`config.mk`:
```
export PLATFORM = sky130hd
export DESIGN_NAME = vga_timing_gen_flat
export DESIGN_NICKNAME = d
export VERILOG_FILES = /design/src/rtl/vga_timing_gen_if.sv /design/src/rtl/vga_timing_gen.sv /design/src/flat_wrapper.sv
export SDC_FILE = /design/constraint.sdc
export NUM_CORES = 1
export LEC_CHECK = 0
export BUFFER_PORTS_ARGS = -buffer_cell sky130_fd_sc_hd__clkbuf_2
export CAP_MARGIN = 10
export CORE_MARGIN = 5
export CORE_UTILIZATION = 45
export DETAILED_ROUTE_END_ITERATION = 10
export PLACE_DENSITY = 0.7
export SYNTH_ARGS = -nofsm -noshare
export SYNTH_HDL_FRONTEND = slang
export SYNTH_SLANG_ARGS = --single-unit
```
`constraint.sdc`:
```
create_clock -name clk -period 6.3 [get_ports clk]
set_input_delay 0.315 -clock clk [delete_from_list [all_inputs] [get_ports clk]]
set_output_delay 0.315 -clock clk [all_outputs]
set_load 0.05 [all_outputs]
```
`src/rtl/vga_timing_gen_if.sv`:
```
// Raster timing bundle passed from the timing generator down the draw chain.
interface vga_if;
  logic [10:0] hcount;
  logic [10:0] vcount;
  logic        hsync;
  logic        vsync;
  logic        hblnk;
  logic        vblnk;

  modport out (output hcount, vcount, hsync, vsync, hblnk, vblnk);
  modport in  (input  hcount, vcount, hsync, vsync, hblnk, vblnk);
endinterface

```
`src/rtl/vga_timing_gen.sv`:
```
// Free-running VGA raster counter with registered, zero-skew sync/blank and frame/line strobes.
// Latency: none between count and its sync/blank; no backpressure, the raster never stalls.
module vga_timing_gen #(
  parameter int         H_ACTIVE = 800,
  parameter int         H_FP     = 40,
  parameter int         H_SYNC   = 128,
  parameter int         H_BP     = 88,
  parameter int         V_ACTIVE = 600,
  parameter int         V_FP     = 1,
  parameter int         V_SYNC   = 4,
  parameter int         V_BP     = 23,
  parameter logic       SYNC_POL = 1'b1
) (
  input  logic clk,
  input  logic rst,
  vga_if.out   vga_out,
  output logic frame_start,
  output logic line_start
);

  localparam int H_TOTAL = H_ACTIVE + H_FP + H_SYNC + H_BP;
  localparam int V_TOTAL = V_ACTIVE + V_FP + V_SYNC + V_BP;

  if (H_TOTAL >= 2048 || V_TOTAL >= 2048) begin : g_size_err
    $error("vga_timing_gen: raster totals must fit an 11-bit counter");
  end

  localparam logic [10:0] H_LAST   = 11'(H_TOTAL - 1);
  localparam logic [10:0] V_LAST   = 11'(V_TOTAL - 1);
  localparam logic [10:0] H_ACT    = 11'(H_ACTIVE);
  localparam logic [10:0] V_ACT    = 11'(V_ACTIVE);
  localparam logic [10:0] HS_START = 11'(H_ACTIVE + H_FP);
  localparam logic [10:0] HS_END   = 11'(H_ACTIVE + H_FP + H_SYNC);
  localparam logic [10:0] VS_START = 11'(V_ACTIVE + V_FP);
  localparam logic [10:0] VS_END   = 11'(V_ACTIVE + V_FP + V_SYNC);

  logic [10:0] hcount_q, vcount_q;
  logic [10:0] h_nxt, v_nxt;
  logic        hsync_q, vsync_q, hblnk_q, vblnk_q;
  logic        h_last;

  // Decode from the next count so every flag lands on the same edge as its count.
  always_comb begin
    h_last = (hcount_q == H_LAST);
    h_nxt  = h_last ? 11'd0 : hcount_q + 11'd1;
    v_nxt  = vcount_q;
    if (h_last) begin
      v_nxt = (vcount_q == V_LAST) ? 11'd0 : vcount_q + 11'd1;
    end
  end

  always_ff @(posedge clk) begin
    if (rst) begin
      hcount_q    <= 11'd0;
      vcount_q    <= 11'd0;
      hblnk_q     <= 1'b0;
      vblnk_q     <= 1'b0;
      hsync_q     <= ~SYNC_POL;
      vsync_q     <= ~SYNC_POL;
      line_start  <= 1'b0;
      frame_start <= 1'b0;
    end else begin
      hcount_q    <= h_nxt;
      vcount_q    <= v_nxt;
      hblnk_q     <= (h_nxt >= H_ACT);
      vblnk_q     <= (v_nxt >= V_ACT);
      hsync_q     <= (h_nxt >= HS_START && h_nxt < HS_END) ? SYNC_POL : ~SYNC_POL;
      vsync_q     <= (v_nxt >= VS_START && v_nxt < VS_END) ? SYNC_POL : ~SYNC_POL;
      line_start  <= (h_nxt == 11'd0);
      frame_start <= (h_nxt == 11'd0) && (v_nxt == 11'd0);
    end
  end

  assign vga_out.hcount = hcount_q;
  assign vga_out.vcount = vcount_q;
  assign vga_out.hsync  = hsync_q;
  assign vga_out.vsync  = vsync_q;
  assign vga_out.hblnk  = hblnk_q;
  assign vga_out.vblnk  = vblnk_q;

endmodule
```
`src/flat_wrapper.sv`:
```
// flat-port wrapper written by rule: the top's interface ports become plain ports
module vga_timing_gen_flat 
#(
  parameter int         H_ACTIVE = 800,
  parameter int         H_FP     = 40,
  parameter int         H_SYNC   = 128,
  parameter int         H_BP     = 88,
  parameter int         V_ACTIVE = 600,
  parameter int         V_FP     = 1,
  parameter int         V_SYNC   = 4,
  parameter int         V_BP     = 23,
  parameter logic       SYNC_POL = 1'b1
)
  (clk, rst, frame_start, line_start, vga_out_hcount, vga_out_vcount, vga_out_hsync, vga_out_vsync, vga_out_hblnk, vga_out_vblnk);
  vga_if vga_out_i ();
  input  logic clk;
  input  logic rst;
  output logic frame_start;
  output logic line_start;
  output wire logic [$bits(vga_out_i.hcount)-1:0] vga_out_hcount;
  output wire logic [$bits(vga_out_i.vcount)-1:0] vga_out_vcount;
  output wire logic [$bits(vga_out_i.hsync)-1:0] vga_out_hsync;
  output wire logic [$bits(vga_out_i.vsync)-1:0] vga_out_vsync;
  output wire logic [$bits(vga_out_i.hblnk)-1:0] vga_out_hblnk;
  output wire logic [$bits(vga_out_i.vblnk)-1:0] vga_out_vblnk;
  assign vga_out_hcount = vga_out_i.hcount;
  assign vga_out_vcount = vga_out_i.vcount;
  assign vga_out_hsync = vga_out_i.hsync;
  assign vga_out_vsync = vga_out_i.vsync;
  assign vga_out_hblnk = vga_out_i.hblnk;
  assign vga_out_vblnk = vga_out_i.vblnk;
  vga_timing_gen #(.H_ACTIVE(H_ACTIVE), .H_FP(H_FP), .H_SYNC(H_SYNC), .H_BP(H_BP), .V_ACTIVE(V_ACTIVE), .V_FP(V_FP), .V_SYNC(V_SYNC), .V_BP(V_BP), .SYNC_POL(SYNC_POL)) u_core (.clk(clk), .rst(rst), .vga_out(vga_out_i), .frame_start(frame_start), .line_start(line_start));
endmodule
```
### After elaboration in Yosys (flattened, before gate mapping)

Index checks and enable logic that the tools add are counted.

| word-level totals | value |
|---|---|
| flip-flop bits (word level) | 28 |
| input port bits | 2 |
| output and inout port bits | 28 |
| logic and storage cells | 28 |

| operators by class | value |
|---|---|
| add/sub/neg operators | 2 |
| magnitude comparators | 6 |
| equality and inequality tests | 2 |
| multiplexer cells | 5 |
| reduce and logical (&&, ||, !) cells | 5 |

Operators by type and width:

| cell | number |
|---|---|
| $ge 11x10->1 const B | 4 |
| $mux 11 | 3 |
| $add 11x1->11 const B | 2 |
| $logic_not 11->1 | 2 |
| $lt 11x10->1 const B | 2 |
| $eq 11x10->1 const B | 1 |
| $eq 11x11->1 const B | 1 |
| $logic_and 1x1->1 | 3 |
| $mux 1 | 2 |

### Logic depth before layout (Yosys ltp)

| depth | value |
|---|---|
| depth after elaboration | 6 |
| depth in mapped cells | 8 |
| gate-level depth less buffers | 7 |

### Least setup slack after synthesis

OpenSTA, ideal clock, no wires.

| path | value |
|---|---|
| path type | reg2reg |
| start | reg u_core.hcount_q[0], in the netlist u_core.vga_out.hcount[0] |
| end | reg u_core.vblnk_q, in the netlist u_core.vga_out.vblnk |
| library setup time | 136 ps |
| arrival time | 2244 ps |
| required time | 6164 ps |
| slack | 3920 ps |
| cell stages (with the launch flop) | 8 |
| path buffers | 0 |
| period minus slack after synthesis | 2380 ps |
| path through | dfxtp_1 -> ha_1 -> and4_4 -> nand3_2 -> nor2_2 -> mux2_1 -> and4bb_1 -> o32ai_2 |

| on the way | value |
|---|---|
| cells in the longest elaborated chain, start to end | 3 |

RTL lines:

| item | RTL line | source |
|---|---|---|
| start: declaration | vga_timing_gen.sv:37 | `logic [10:0] hcount_q, vcount_q;` |
| start signal: assignment | vga_timing_gen.sv:63 | `hcount_q <= h_nxt;` |
| $eq 11x11->1 | vga_timing_gen.sv:44 | `h_last = (hcount_q == H_LAST);` |
| $mux 11 | vga_timing_gen.sv:47 | `if (h_last) begin` |
| $ge 11x10->1 | vga_timing_gen.sv:66 | `vblnk_q <= (v_nxt >= V_ACT);` |
| end signal: assignment | vga_timing_gen.sv:66 |  |
| end: declaration | vga_timing_gen.sv:39 | `logic hsync_q, vsync_q, hblnk_q, vblnk_q;` |

No other way between the ends.
A chain may end at the register's enable or synchronous reset.

### Worst setup path after layout

Same ends and word-level chain as after synthesis.

==> flow_summary.json <==
{
  "relSlewSlack_pct": 48.8,
  "final.setup.tns_ps": 0,
  "yosysSeqAreaShare_pct": 32.6,
  "drtIter0Drc": 82,
  "ir_drop_v": 0.0000851,
  "reg2reg_depth": 7,
  "crit_buf_inv": 0,
  "p_per_area_nw_per_um2": 158,
  "gr-total-overflow": 0,
  "slew_viol_final": 0,
  "core.rowCount": 22,
  "grt_max_degree": 26,
  "design_area_um2": 1900,
  "start_util_pct": 46.7,
  "required_ps": 6490,
  "drt-pass1-iter-count": 4,
  "drc_errors": 0,
  "die_area_um2": 5160,
  "post-cts-setup-buffers": 0,
  "wire_per_inst_um": 14.0,
  "antenna_found_initial": 0,
  "grt_use_met2_pct": 21.2,
  "netlist_area_um2": 1720,
  "num-nets-final": 221,
  "ys_seq_elements": 28,
  "avgViaCountPerCell": 5.59,
  "syn_nets": 199,
  "setup.worst_path.class": "flip-flop to flip-flop",
  "post_dp_cell_area_um2": 1850,
  "clk_pin_slew_ps": 90,
  "drive_above_1_share_pct": 22.8,
  "fin_crit_ps": 2360,
  "maxCapViolCount": 0,
  "global_route.usage.met1_pct": 22.1,
  "path_cells": "ha_1, and4_4, and3_4, nand2_1, o21ai_0, and4bb_1, o32ai_2",
  "wirelength_um": 3690,
  "synth_edf_count": 0,
  "avgSynthCellArea_um2": 8.83,
  "ys.flop_type": "dfxtp_1",
  "crit_path_max_incr_delay_ps": 400,
  "drt.antenna.violating_nets": 0,
  "syn_inst": 195,
  "min_path_cells": 1,
  "ctsHtreeMaxLevel": 1,
  "skew_ps": 1.99,
  "fmax_mhz": 424,
  "cp_top_family": "simple AND/OR/NAND/NOR gates",
  "p_leak_uw": 0.000727,
  "grt_pass1_wl_um": 6270,
  "core-area_um2": 3690,
  "tightest_slew_ps": 760,
  "cts_num_sinks": 28,
  "ctsResizeCount": 0,
  "finalSetupViolCount": 0,
  "cts_hold_buf": 0,
  "vias": 1470,
  "port_buffers": 29,
  "status": "completed",
  "die_h_um": 71.9,
  "cts_tree": "yes",
  "start_kind": "flip-flop",
  "syn_to_final_growth_pct": 10.1,
  "finalCritPeriodShare_pct": 37.4,
  "cp.depth": 7,
  "async_reset_ff_share_pct": 0,
  "crit_arrival_ps": 2550,
  "cts_max_path_buffers": 2,
  "yosysUniqueCellTypes": 59,
  "dp_hpwl_um": 2700,
  "end_kind": "flip-flop",
  "diodes": 0,
  "path_max_fanout": 22,
  "synth.yosys.warnings": 0,
  "io_pins": 30,
  "grt_busiest_layer": "met1",
  "gp_congestion": 0.924,
  "rsz0062_at_grt": "no",
  "grt_pass1_vias": 1315,
  "cp_slowest_cell": "dfxtp_1",
  "nFillCells": 362,
  "grt.total_usage_pct": 14.6,
  "die_x_um": 71.9,
  "clock_latency_ps": 270,
  "cts_root_buf": "clkbuf_8",
  "cts_buffers": 3,
  "use_met3_pct": 2.24,
  "holdCritPathClass": "flip-flop to flip-flop",
  "hold_violations": 0
}
-- cells in the final DEF, fill, tap and decap left out, types with 4 or more instances in the layout --
cell / synthesis / final
nor2_1: 19 / 19
o21ai_0: 6 / 6
nor3_1: 7 / 7
a21oi_1: 7 / 7
a31oi_1: 4 / 4
and2_1: 4 / 4
xor2_1: 7 / 7
nand4_1: 4 / 4
nand3_1: 16 / 16
nand2_1: 12 / 12
dfxtp_1: 28 / 28
nor2b_1: 8 / 8
xnor2_1: 9 / 9
clkbuf_2: 0 / 29
-- cells in the mapped netlist (4+ instances only) --
master   count  area [um^2]
o21ai_0      6         30.0
xor2_1       7         61.3
a31oi_1      4         25.0
nor3_1       7         35.0
dfxtp_1     28          561
nor2_1      19         71.3
nor2b_1      8         50.1
nand3_1     16         80.1
buf_2        7         35.0
and2_1       4         25.0
xnor2_1      9         78.8
nand4_1      4         25.0
a21oi_1      7         35.0
nand2_1     12         45.0
-- worst paths after layout --
check	startpoint	to	slack [ps]
max	u_core.vga_out.hcount[0]	u_core.vga_out.vblnk	3940
max reg2reg	u_core.vga_out.hcount[0]	u_core.vga_out.vblnk	3940
min	u_core.vga_out.hcount[0]	u_core.vga_out.hcount[0]	530
min reg2reg	u_core.vga_out.hcount[0]	u_core.vga_out.hcount[0]	530
-- worst reg2reg max path, cell delays in order, from the launching register on --
cell      delay (ps)
dfxtp_1          400
ha_1             310
and4_4           290
and3_4           370
nand2_1          190
o21ai_0          230
and4bb_1         250
o32ai_2          230
-- flip-flops by register name, indices dropped and copies added (netlist names) --
name / count
u_core.frame_start: 1
u_core.vga_out.hblnk: 1
u_core.vga_out.vblnk: 1
u_core.vga_out.hsync: 1
u_core.line_start: 1
u_core.vga_out.hcount: 11
u_core.vga_out.vcount: 11
u_core.vga_out.vsync: 1
-- area by class of cell --
type	instances	area [um^2]	area share (%)
timing repair buffer	29	145	7.66
multi-input combinational	153	1080	57.0
clock buffer	3	41.3	2.18
sequential	28	561	29.6
inverter	2	7.51	0.396
tap	48	60.1	3.17
-- power breakdown --
part           switching [uW]  internal [uW]
logic                    14.5           5.72
registers                3.90            179
clock network            54.2           42.9
total                    72.6            228
-- routing by layer --
metal | vias to the layer above | part of all wire [%] | wire length [um]
met5 | - | 0 | 0
met4 | 0 | 0.73 | 27
met1 | 691 | 52 | 1930
met2 | 28 | 43 | 1580
met3 | 2 | 4.2 | 155
li1 | 749 | - | -
-- stage by stage --
step	hold WS, ps	utilization, %	total power (uW)	setup slack, ps	instances
after global placement	487	50.3	207	3980	260
after detailed placement	505	50.3	207	3990	260
after CTS	525	51.4	303	3950	263
final	528	51.4	300	3940	263
after global routing	552	51.4	312	3770	263
after floorplan	387	-	203	3920	195
-- kinds of logic (layout without fill, tap and decap cells) --
| logic type | Yosys count | in the layout | synth area share (%) |
|---|---|---|---|
| AND/OR/NAND/NOR | 96 | 96 | 33.8 |
| AO/OA/AOI/OAI | 38 | 38 | 18.8 |
| flip-flops | 28 | 28 | 32.6 |
| XOR/XNOR | 16 | 16 | 8.14 |
| buffers and inverters | 14 | 34 | 4.65 |
| adder cells (fa/ha/maj) | 2 | 2 | 1.45 |
| multiplexers | 1 | 1 | 0.654 |
(Power assumes the default switching activity.)
